--- src/rtl/sb_rx_deserializer_if.sv ---
// Sideband RX deserializer bus.
//   i_sb_bit        serial sideband data bit
//   i_sb_bit_valid  i_sb_bit holds a valid UI
//   i_flush         synchronous clear, drops any partial packet
//   o_deser_data    last completed packet (first bit received in bit 0)
//   o_de_ser_done   one-cycle strobe, o_deser_data updated
//   o_framing_error one-cycle strobe on gap violation or stall abort
//   o_busy          receiver is inside a packet or its trailing gap
//   o_deser_parity  XOR of the completed word (only with SB_RX_DESER_PARITY_EN)
// master: drives the lane side (the bench); slave: the deserializer.
interface sb_rx_deserializer_if #(
    parameter int unsigned DATA_W = 64
);
    logic              i_sb_bit;
    logic              i_sb_bit_valid;
    logic              i_flush;
    logic [DATA_W-1:0] o_deser_data;
    logic              o_de_ser_done;
    logic              o_framing_error;
    logic              o_busy;
`ifdef SB_RX_DESER_PARITY_EN
    logic              o_deser_parity;

    modport master (
        output i_sb_bit, i_sb_bit_valid, i_flush,
        input  o_deser_data, o_de_ser_done, o_framing_error, o_busy, o_deser_parity
    );
    modport slave (
        input  i_sb_bit, i_sb_bit_valid, i_flush,
        output o_deser_data, o_de_ser_done, o_framing_error, o_busy, o_deser_parity
    );
`else
    modport master (
        output i_sb_bit, i_sb_bit_valid, i_flush,
        input  o_deser_data, o_de_ser_done, o_framing_error, o_busy
    );
    modport slave (
        input  i_sb_bit, i_sb_bit_valid, i_flush,
        output o_deser_data, o_de_ser_done, o_framing_error, o_busy
    );
`endif
endinterface

--- src/rtl/sb_rx_deserializer.sv ---
// Sideband receive deserializer: assembles DATA_W-bit packets from the serial
// sideband lane (first bit received lands in bit 0), strobes each completed
// word, and flags framing violations (short inter-packet gap, in-packet stall).
// Ports:
//   i_clk    sideband sampling clock
//   i_rst_n  asynchronous active-low reset
//   bus      sb_rx_deserializer_if.slave (lane inputs, flush, data/strobes/busy)
// Optional: define SB_RX_DESER_PARITY_EN to add bus.o_deser_parity, the XOR of
// the completed word, accumulated one bit per shifted UI.
module sb_rx_deserializer #(
    parameter int unsigned DATA_W    = 64,
    parameter int unsigned GAP_MIN   = 32,
    parameter int unsigned STALL_MAX = 8
) (
    input  logic                  i_clk,
    input  logic                  i_rst_n,
    sb_rx_deserializer_if.slave   bus
);

    localparam int unsigned CNT_W   = $clog2(DATA_W);
    localparam int unsigned GAP_W   = $clog2(GAP_MIN + 1);
    localparam int unsigned STALL_W = $clog2(STALL_MAX + 1);

    typedef enum logic [1:0] {
        IDLE  = 2'd0,
        SHIFT = 2'd1,
        GAP   = 2'd2
    } state_e;

    state_e              state_q,     state_d;
    // Holds the first DATA_W-1 bits; the final bit is merged straight into the output word.
    logic [DATA_W-2:0]   shift_q,     shift_d;
    logic [CNT_W-1:0]    bit_cnt_q,   bit_cnt_d;
    logic [GAP_W-1:0]    gap_cnt_q,   gap_cnt_d;
    logic [STALL_W-1:0]  stall_cnt_q, stall_cnt_d;
    logic [DATA_W-1:0]   data_q,      data_d;
    logic                done_q,      done_d;
    logic                err_q,       err_d;
    logic                busy_q,      busy_d;
`ifdef SB_RX_DESER_PARITY_EN
    logic                par_acc_q,   par_acc_d;
    logic                parity_q,    parity_d;
`endif

    // New bit enters at the top so the earliest bit drifts down to bit 0.
    logic [DATA_W-2:0]   shift_in;
    assign shift_in = {bus.i_sb_bit, shift_q[DATA_W-2:1]};

    // Next-state and output computation.
    always_comb begin
        state_d     = state_q;
        shift_d     = shift_q;
        bit_cnt_d   = bit_cnt_q;
        gap_cnt_d   = gap_cnt_q;
        stall_cnt_d = stall_cnt_q;
        data_d      = data_q;
        done_d      = 1'b0;
        err_d       = 1'b0;
`ifdef SB_RX_DESER_PARITY_EN
        par_acc_d   = par_acc_q;
        parity_d    = parity_q;
`endif

        if (bus.i_flush) begin
            // Flush wins over everything; a bit valid this cycle is dropped.
            state_d     = IDLE;
            shift_d     = '0;
            bit_cnt_d   = '0;
            gap_cnt_d   = '0;
            stall_cnt_d = '0;
`ifdef SB_RX_DESER_PARITY_EN
            par_acc_d   = 1'b0;
`endif
        end else begin
            unique case (state_q)
                IDLE: begin
                    if (bus.i_sb_bit_valid) begin
                        shift_d     = shift_in;
                        bit_cnt_d   = CNT_W'(1);
                        stall_cnt_d = '0;
                        state_d     = SHIFT;
`ifdef SB_RX_DESER_PARITY_EN
                        par_acc_d   = bus.i_sb_bit;
`endif
                    end
                end

                SHIFT: begin
                    if (bus.i_sb_bit_valid) begin
                        stall_cnt_d = '0;
                        if (bit_cnt_q == CNT_W'(DATA_W - 1)) begin
                            data_d    = {bus.i_sb_bit, shift_q};
                            done_d    = 1'b1;
                            shift_d   = '0;
                            bit_cnt_d = '0;
                            gap_cnt_d = '0;
                            state_d   = GAP;
`ifdef SB_RX_DESER_PARITY_EN
                            parity_d  = par_acc_q ^ bus.i_sb_bit;
                            par_acc_d = 1'b0;
`endif
                        end else begin
                            shift_d   = shift_in;
                            bit_cnt_d = bit_cnt_q + CNT_W'(1);
`ifdef SB_RX_DESER_PARITY_EN
                            par_acc_d = par_acc_q ^ bus.i_sb_bit;
`endif
                        end
                    end else if (stall_cnt_q >= STALL_W'(STALL_MAX - 1)) begin
                        // This idle cycle is the STALL_MAX-th in a row: abort the packet.
                        err_d       = 1'b1;
                        shift_d     = '0;
                        bit_cnt_d   = '0;
                        stall_cnt_d = '0;
                        state_d     = IDLE;
`ifdef SB_RX_DESER_PARITY_EN
                        par_acc_d   = 1'b0;
`endif
                    end else begin
                        stall_cnt_d = stall_cnt_q + STALL_W'(1);
                    end
                end

                GAP: begin
                    if (bus.i_sb_bit_valid) begin
                        // Gap too short: flag it, but keep the bit as the start of a new packet.
                        err_d       = 1'b1;
                        shift_d     = shift_in;
                        bit_cnt_d   = CNT_W'(1);
                        stall_cnt_d = '0;
                        state_d     = SHIFT;
`ifdef SB_RX_DESER_PARITY_EN
                        par_acc_d   = bus.i_sb_bit;
`endif
                    end else if (gap_cnt_q >= GAP_W'(GAP_MIN - 1)) begin
                        gap_cnt_d = GAP_W'(GAP_MIN);
                        state_d   = IDLE;
                    end else begin
                        gap_cnt_d = gap_cnt_q + GAP_W'(1);
                    end
                end

                default: begin
                    state_d = IDLE;
                end
            endcase
        end

        busy_d = (state_d != IDLE);
    end

    // State and output registers.
    always_ff @(posedge i_clk or negedge i_rst_n) begin
        if (!i_rst_n) begin
            state_q     <= IDLE;
            shift_q     <= '0;
            bit_cnt_q   <= '0;
            gap_cnt_q   <= '0;
            stall_cnt_q <= '0;
            data_q      <= '0;
            done_q      <= 1'b0;
            err_q       <= 1'b0;
            busy_q      <= 1'b0;
`ifdef SB_RX_DESER_PARITY_EN
            par_acc_q   <= 1'b0;
            parity_q    <= 1'b0;
`endif
        end else begin
            state_q     <= state_d;
            shift_q     <= shift_d;
            bit_cnt_q   <= bit_cnt_d;
            gap_cnt_q   <= gap_cnt_d;
            stall_cnt_q <= stall_cnt_d;
            data_q      <= data_d;
            done_q      <= done_d;
            err_q       <= err_d;
            busy_q      <= busy_d;
`ifdef SB_RX_DESER_PARITY_EN
            par_acc_q   <= par_acc_d;
            parity_q    <= parity_d;
`endif
        end
    end

    assign bus.o_deser_data    = data_q;
    assign bus.o_de_ser_done   = done_q;
    assign bus.o_framing_error = err_q;
    assign bus.o_busy          = busy_q;
`ifdef SB_RX_DESER_PARITY_EN
    assign bus.o_deser_parity  = parity_q;
`endif

endmodule

--- src/flat_wrapper.sv ---
// flat-port wrapper written by rule: the top's interface ports become plain ports
module sb_rx_deserializer_flat 
#(
    parameter int unsigned DATA_W    = 64,
    parameter int unsigned GAP_MIN   = 32,
    parameter int unsigned STALL_MAX = 8
)
  (i_clk, i_rst_n, bus_i_sb_bit, bus_i_sb_bit_valid, bus_i_flush, bus_o_deser_data, bus_o_de_ser_done, bus_o_framing_error, bus_o_busy);
  sb_rx_deserializer_if #(.DATA_W(DATA_W)) bus_i ();
  input  logic i_clk;
  input  logic i_rst_n;
  input wire logic [$bits(bus_i.i_sb_bit)-1:0] bus_i_sb_bit;
  input wire logic [$bits(bus_i.i_sb_bit_valid)-1:0] bus_i_sb_bit_valid;
  input wire logic [$bits(bus_i.i_flush)-1:0] bus_i_flush;
  output wire logic [$bits(bus_i.o_deser_data)-1:0] bus_o_deser_data;
  output wire logic [$bits(bus_i.o_de_ser_done)-1:0] bus_o_de_ser_done;
  output wire logic [$bits(bus_i.o_framing_error)-1:0] bus_o_framing_error;
  output wire logic [$bits(bus_i.o_busy)-1:0] bus_o_busy;
  assign bus_i.i_sb_bit = bus_i_sb_bit;
  assign bus_i.i_sb_bit_valid = bus_i_sb_bit_valid;
  assign bus_i.i_flush = bus_i_flush;
  assign bus_o_deser_data = bus_i.o_deser_data;
  assign bus_o_de_ser_done = bus_i.o_de_ser_done;
  assign bus_o_framing_error = bus_i.o_framing_error;
  assign bus_o_busy = bus_i.o_busy;
  sb_rx_deserializer #(.DATA_W(DATA_W), .GAP_MIN(GAP_MIN), .STALL_MAX(STALL_MAX)) u_core (.i_clk(i_clk), .i_rst_n(i_rst_n), .bus(bus_i));
endmodule
--- config.mk ---
export PLATFORM = sky130hd
export DESIGN_NAME = sb_rx_deserializer_flat
export DESIGN_NICKNAME = d
export VERILOG_FILES = /design/src/rtl/sb_rx_deserializer_if.sv /design/src/rtl/sb_rx_deserializer.sv /design/src/flat_wrapper.sv
export SDC_FILE = /design/constraint.sdc
export NUM_CORES = 1
export LEC_CHECK = 0
export CAP_MARGIN = 20
export CORE_ASPECT_RATIO = 1.5
export CORE_MARGIN = 10
export CORE_UTILIZATION = 40
export DETAILED_ROUTE_END_ITERATION = 8
export DONT_BUFFER_PORTS = 1
export REMOVE_ABC_BUFFERS = 1
export SLEW_MARGIN = 10
export SYNTH_ARGS = -nofsm -noshare
export SYNTH_HDL_FRONTEND = slang
export SYNTH_SLANG_ARGS = --single-unit
--- constraint.sdc ---
create_clock -name i_clk -period 2.3 [get_ports i_clk]
set_input_delay 0.46 -clock i_clk [delete_from_list [all_inputs] [get_ports i_clk]]
set_output_delay 0.46 -clock i_clk [all_outputs]
set_load 0.03 [all_outputs]
==> summary.md, run 1 <==
| Metric | Value |
|---|---|
| Status | `complete, but fails checks` |
| Failing checks | `hold timing` |
| Clk_skew | `0.0120 ns` |
| Leading post-synthesis cells by cell area | `dfrtp_1 (62%), a22o_1 (9.2%), mux2_1 (9.2%)` |
| Vias in the first global route | `roughly 3500` |
| Flop pwr share | `between 40 and 50%` |
| M2 GR Usage | `19.5%` |
| Hpwl dp | `7.46 mm` |
| Number of post-CTS setup repair buffers | `0` |
| Grt met1 use | `13.4%` |
| Pre-Repair DR Iteration Count | `4` |
| Post-layout util | `45.9%` |
| Die width | `120 µm` |
| Pwr dens | `around 830 nW/µm²` |
| Final instance area | `between 6000 and 7000 µm²` |
| Seq/Total Area, Yosys | `61.9%` |
| Net Sw Power | `1.32 mW` |
| Area growth syn-to-layout | `12.0%` |
| Slew at the pin closest to its max-slew limit | `0.453 ns` |
| Startpoint Class | `register` |
| Worst slew margin | `69.5%` |
| PnR worst setup slack | `0.282 ns` |
| WS Path Type | `register to register` |
| Remaining global-route overflow | `0` |
| Synth Flop Type | `dfrtp_1` |
| RSZ-0062 raised after global routing | `false` |
| CP Cell Sequence | `ha_1, nand4_2, nor4b_4, buf_12, mux2_1` |
| Starting density of the core | `41.0%` |
| TritonCTS Buffers | `17` |
| Min-delay worst type | `input port to asynchronous set/reset pin` |
| GR Util met3 | `3.63%` |
| N_diodes | `0` |
| Ports | `72` |
| Cells after synthesis | `around 420` |
| Worst path arrival time | `2.31 ns` |
| Hold WS | `-0.265 ns` |
| Area share of the largest cell type after synthesis | `61.9%` |
| EDFF count, synth | `0` |
| Clock Sinks | `between 100 and 150` |
| Combinational Power Share | `3.0%` |
| Final setup vio count | `0` |
| Synth warnings | `0` |
| CTS clk-pin slew, worst paths | `approximately 0.07 ns` |
| Mean Syn Cell Area | `14.3 µm²` |
| Vias per cell | `between 5 and 6` |
| Final Max Tran Viols | `0` |
| Leakage power | `about 3.2 nW` |
| Chip height | `170 µm` |
| Routed len/inst | `around 18 µm` |
| Most frequent cells in the layout | `dfrtp_1 (148), a22o_1 (63), mux2_1 (49)` |
| GRT Total Usage | `11.6%` |
| Upper clock frequency limit | `~0.5 GHz` |
| Largest net degree at the start of global routing | `149` |
| Internal power | `roughly 4.2 mW` |
| Worst Setup Slack post-DPL | `about 0.28 ns` |
| H-Tree Depth | `4` |
| Max Cap Viol | `0` |
| Worst path slowest cell | `dfrtp_1` |
| Root Buffer | `clkbuf_16` |
| Final nets | `430` |
| Post-route DRC | `0` |
| Clock Latency Late Sink | `between 0.4 and 0.5 ns` |
| Synth unique cells | `53` |
| Starting DRT DRC Count | `approximately 200` |
| Antenna viol nets, final | `0` |
| Critical Path Max Stage Delay | `0.41 ns` |
| Final count of hold timing violations | `~150` |
| Fillcell total | `1344` |
| Period Utilization, post-route | `87.7%` |
| Clock share of power | `49.4%` |
| DIE AREA | `20300 µm²` |
| Most common cell after layout, fill and taps aside | `dfrtp_1` |
| Ys async rst share | `100%` |
| Switching fraction of total power | `between 20% and 30%` |
| Layout cells sized above 1 | `15.1%` |
| Final min period | `2.02 ns` |
| First-pass GRT wire length | `19.1 mm` |
| Area after DPL | `approximately 6100 µm²` |
| Row count | `54` |
| PortBufs | `0` |
| Mapped Area | `5980 µm²` |
| Flops & latches, synth | `148` |
| Routed vias | `3387` |
| Antenna violations before repair | `0` |
| Area leader, netlist | `dfrtp_1` |
| Critical Path End Type | `register` |
| Core area | `14600 µm²` |
| Post-CTS sizing | `0` |
| Total Wirelength | `11.6 mm` |
| Peak supply drop | `0.534 mV` |
| Worst EP required | `2.59 ns` |
| Fin Setup TNS | `0 ns` |
| CTS tree | `built` |
| Clock buffer depth | `2` |
| Top Usage Layer GRT | `met2` |
| Worst Path Max Fanout | `31` |
| Gpl congestion | `0.763` |
final timing paths:
| check | from | to | slack (ns) | cells after the start |
|---|---|---|---|---|
| min in group i_clk | bus_i_flush | u_core.gap_cnt_q[5]$_DFFE_PN0P_ | 0.11 | 1 |
| hold / removal | i_rst_n | u_core.bus.o_deser_data[52]$_DFFE_PN0P_ | -0.26 | 0 |
| max in group asynchronous | i_rst_n | u_core.bit_cnt_q[5]$_DFFE_PN0P_ | 2.34 | 0 |
| setup / recovery | u_core.bit_cnt_q[0]$_DFFE_PN0P_ | u_core.bus.o_deser_data[43]$_DFFE_PN0P_ | 0.28 | 5 |
| setup reg to reg | u_core.bit_cnt_q[0]$_DFFE_PN0P_ | u_core.bus.o_deser_data[43]$_DFFE_PN0P_ | 0.28 | 5 |
| hold reg to reg | u_core.shift_q[0]$_DFFE_PN0P_ | u_core.shift_q[0]$_DFFE_PN0P_ | 0.51 | 1 |
power groups by stage:
stage	combinational, mW	sequential, mW	clock [mW]
final	0.163	2.64	2.73
after global routing	0.180	2.64	2.93
after CTS	0.164	2.64	2.81
after detailed placement	0.163	2.68	0
after global placement	0.158	2.68	0
after floorplan	0.109	2.68	0
synth_stat cells (all sizes together), types with 3 or more instances:
master  instances
o21ai           6
ha              7
a22o           63
nand2b          4
a21oi           3
dfrtp         148
nor3            4
mux2           64
inv             7
o211ai          3
nand3           9
o21a            3
nand2          12
a31oi           4
nor2           11
nor3b           5
buf            25
o31ai           4
nand4           5
routing by layer:
metal | share of wire, % | vias to the layer above
li1 | - | 1564
met5 | 0 | -
met3 | 4.6 | 7
met2 | 53 | 45
met4 | 1.3 | 0
met1 | 41 | 1771
registers in the layout (all words and copies together), names as in the netlist:
name	flops
u_core.bus.o_busy	1
u_core.bus.o_de_ser_done	1
u_core.state_q	2
u_core.bit_cnt_q	6
u_core.bus.o_deser_data	64
u_core.shift_q	63
u_core.stall_cnt_q	4
u_core.bus.o_framing_error	1
u_core.gap_cnt_q	6
cell type report:
type                    count  area, µm²  share of cell area (%)
well taps                 196        245                    3.66
clock inverters            15        164                    2.45
inverters                   7       26.3                   0.392
flip-flops and latches    148       3700                    55.3
clock buffers              17        425                    6.35
multi-input cells         236       2050                    30.6
repair buffers              8       85.1                    1.27
worst max-delay path, delay by kind of cell (launching register included):
kind	cells	cell delay, ns
fa+ha+maj	1	0.27
buf+inv	1	0.25
flops	1	0.41
mux	1	0.36
simple gates	2	0.58
through the flow:
stage | instances | total power [mW]
6_report | 627 | 5.53
5_1_grt | 627 | 5.74
4_1_cts | 627 | 5.60
3_5_place_dp | 595 | 2.85
3_3_place_gp | 595 | 2.84
2_1_floorplan | 391 | 2.79
cells by family (layout without fill, tap and decap cells):
group / count (synthesis) / in the layout / share of synthesized area, %
flops: 148 / 148 / 61.9
fa+ha+maj: 7 / 7 / 1.46
buf+inv: 33 / 47 / 3.97
mux: 65 / 65 / 12.2
simple gates: 65 / 65 / 6.57
compound gates: 99 / 99 / 13.9
Power figures use the tool's default switching activity.
==> run 2: changes to the inputs <==
--- a/config.mk
+++ b/config.mk
@@ -11,6 +11,8 @@
 export CORE_UTILIZATION = 40
 export DETAILED_ROUTE_END_ITERATION = 8
 export DONT_BUFFER_PORTS = 1
+export PLACE_DENSITY = 0.53
+export RECOVER_POWER = 100
 export REMOVE_ABC_BUFFERS = 1
 export SLEW_MARGIN = 10
 export SYNTH_ARGS = -nofsm -noshare
==> summary.md, run 2 (synthesis results as in run 1) <==
| Metric | Value |
|---|---|
| Startpoint Class | `register` |
| Gpl congestion | `0.775` |
| Chip height | `170 µm` |
| Clock buffer depth | `2` |
| Row count | `54` |
| PnR worst setup slack | `0.187 ns` |
| Status | `complete, but fails checks` |
| Slew at the pin closest to its max-slew limit | `0.486 ns` |
| Peak supply drop | `0.365 mV` |
| Layout cells sized above 1 | `roughly 14%` |
| Most common cell after layout, fill and taps aside | `dfrtp_1` |
| RSZ-0062 raised after global routing | `false` |
| WS Path Type | `register to register` |
| Failing checks | `hold timing` |
| Final instance area | `6740 µm²` |
| Worst R2R Start | `u_core.state_q[1]$_DFF_PN0_` |
| Upper clock frequency limit | `0.473 GHz` |
| Fillcell total | `1325` |
| Pre-Repair DR Iteration Count | `4` |
| Pwr dens | `846 nW/µm²` |
| N_diodes | `0` |
| Clk_skew | `0.0152 ns` |
| GRT Total Usage | `between 10% and 20%` |
| Starting density of the core | `around two fifths` |
| Post-route DRC | `0` |
| Root Buffer | `clkbuf_16` |
| Clock Sinks | `148` |
| Vias per cell | `between 5 and 6` |
| Area growth syn-to-layout | `12.7%` |
| Fin Setup TNS | `0 ns` |
| Final Non-Filler Cells | `626` |
| Post-CTS sizing | `0` |
| Leakage power | `roughly 3.3 nW` |
| Antenna violations before repair | `0` |
| Number of post-CTS setup repair buffers | `0` |
| Max Cap Viol | `0` |
| Vias in the first global route | `3624` |
| Total Wirelength | `11.8 mm` |
| H-Tree Depth | `4` |
| Area of the multi-input gates | `about 2000 µm²` |
| Worst slew margin | `67.4%` |
| Critical Path End Type | `register` |
| Final nets | `429` |
| Starting DRT DRC Count | `210` |
| Most frequent cells in the layout | `dfrtp_1 (148), a22o_1 (63), mux2_1 (49)` |
| Largest net degree at the start of global routing | `~150` |
| Hold WS | `-0.259 ns` |
| Core area | `14600 µm²` |
| Min-delay worst type | `input port to asynchronous set/reset pin` |
| Die width | `120 µm` |
| Hpwl dp | `7.43 mm` |
| Reg2Reg Depth | `5` |
| CTS clk-pin slew, worst paths | `0.06 ns` |
| First-pass GRT wire length | `between 20 and 25 mm` |
| Worst EP required | `approximately 2.6 ns` |
| Worst Path Max Fanout | `34` |
| R2R Path End | `u_core.bus.o_deser_data[32]$_DFFE_PN0P_` |
| Final count of hold timing violations | `approximately 150` |
| Final setup vio count | `0` |
| Placed insts | `594` |
| Period Utilization, post-route | `roughly nine tenths` |
| TritonCTS Buffers | `17` |
| Worst path arrival time | `2.40 ns` |
| CTS tree | `built` |
| Ports | `72` |
| Clock Latency Late Sink | `0.42 ns` |
| Setup slack, reg-to-reg | `0.19 ns` |
| Routed vias | `3407` |
| Final min period | `2.11 ns` |
| Remaining global-route overflow | `0` |
| Register area | `3700 µm²` |
| Routed len/inst | `around 19 µm` |
| PortBufs | `0` |
| Number of flip-flops in the largest register | `64` |
| DIE AREA | `20300 µm²` |
| Area after DPL | `6130 µm²` |
| Final Max Tran Viols | `0` |
| Worst Setup Slack post-DPL | `0.164 ns` |
| Antenna viol nets, final | `0` |
run 2: layer usage:
metal | vias to the layer above | wire length [µm] | global-route usage [%]
li1 | 1563 | - | -
met1 | 1759 | 5060 | 15.0
met2 | 72 | 5760 | 18.9
met3 | 13 | 817 | 5.06
met4 | 0 | 156 | 4.42
met5 | - | 0 | 0
run 2: power breakdown:
group / internal (mW) / total, mW / switching [mW]
Sequential: 2.62 / 2.64 / 0.0199
Combinational: 0.0532 / 0.169 / 0.116
Clock: 1.75 / 2.90 / 1.15
run 2: layout make-up:
type	instances	area share (%)
well taps	196	3.64
clock buffers	18	6.36
inverters	7	0.390
flip-flops and latches	148	54.9
multi-input cells	236	30.4
clock inverters	14	2.82
repair buffers	7	1.52
run 2: worst max path at each step:
stage	startpoint	endpoint	slack (ns)
2_1_floorplan	u_core.state_q[1]$_DFF_PN0_	u_core.bus.o_deser_data[63]$_DFFE_PN0P_	-1.23
3_3_place_gp	u_core.state_q[1]$_DFF_PN0_	u_core.bus.o_deser_data[62]$_DFFE_PN0P_	0.23
3_5_place_dp	u_core.state_q[1]$_DFF_PN0_	u_core.bus.o_deser_data[43]$_DFFE_PN0P_	0.16
4_1_cts	u_core.state_q[1]$_DFF_PN0_	u_core.bus.o_deser_data[60]$_DFFE_PN0P_	0.16
5_1_grt	u_core.state_q[1]$_DFF_PN0_	u_core.bit_cnt_q[2]$_DFFE_PN0P_	0.02
6_report	u_core.state_q[1]$_DFF_PN0_	u_core.bus.o_deser_data[32]$_DFFE_PN0P_	0.19
run 2: through the flow:
| step | utilization, % | power [mW] | hold slack, ns |
|---|---|---|---|
| after CTS | 46.2 | 5.79 | -0.274 |
| after global routing | 46.2 | 5.92 | -0.285 |
| after floorplan | - | 2.79 | 0.164 |
| after detailed placement | 42.0 | 2.86 | 0.172 |
| final | 46.2 | 5.70 | -0.259 |
| after global placement | 42.0 | 2.85 | 0.171 |
run 2: worst max-delay path: stages (launching register included):
cell and delay, ns:
dfrtp_1 0.44, inv_1 0.10, ha_1 0.35, nor4b_4 0.45, buf_12 0.27, mux2_1 0.34
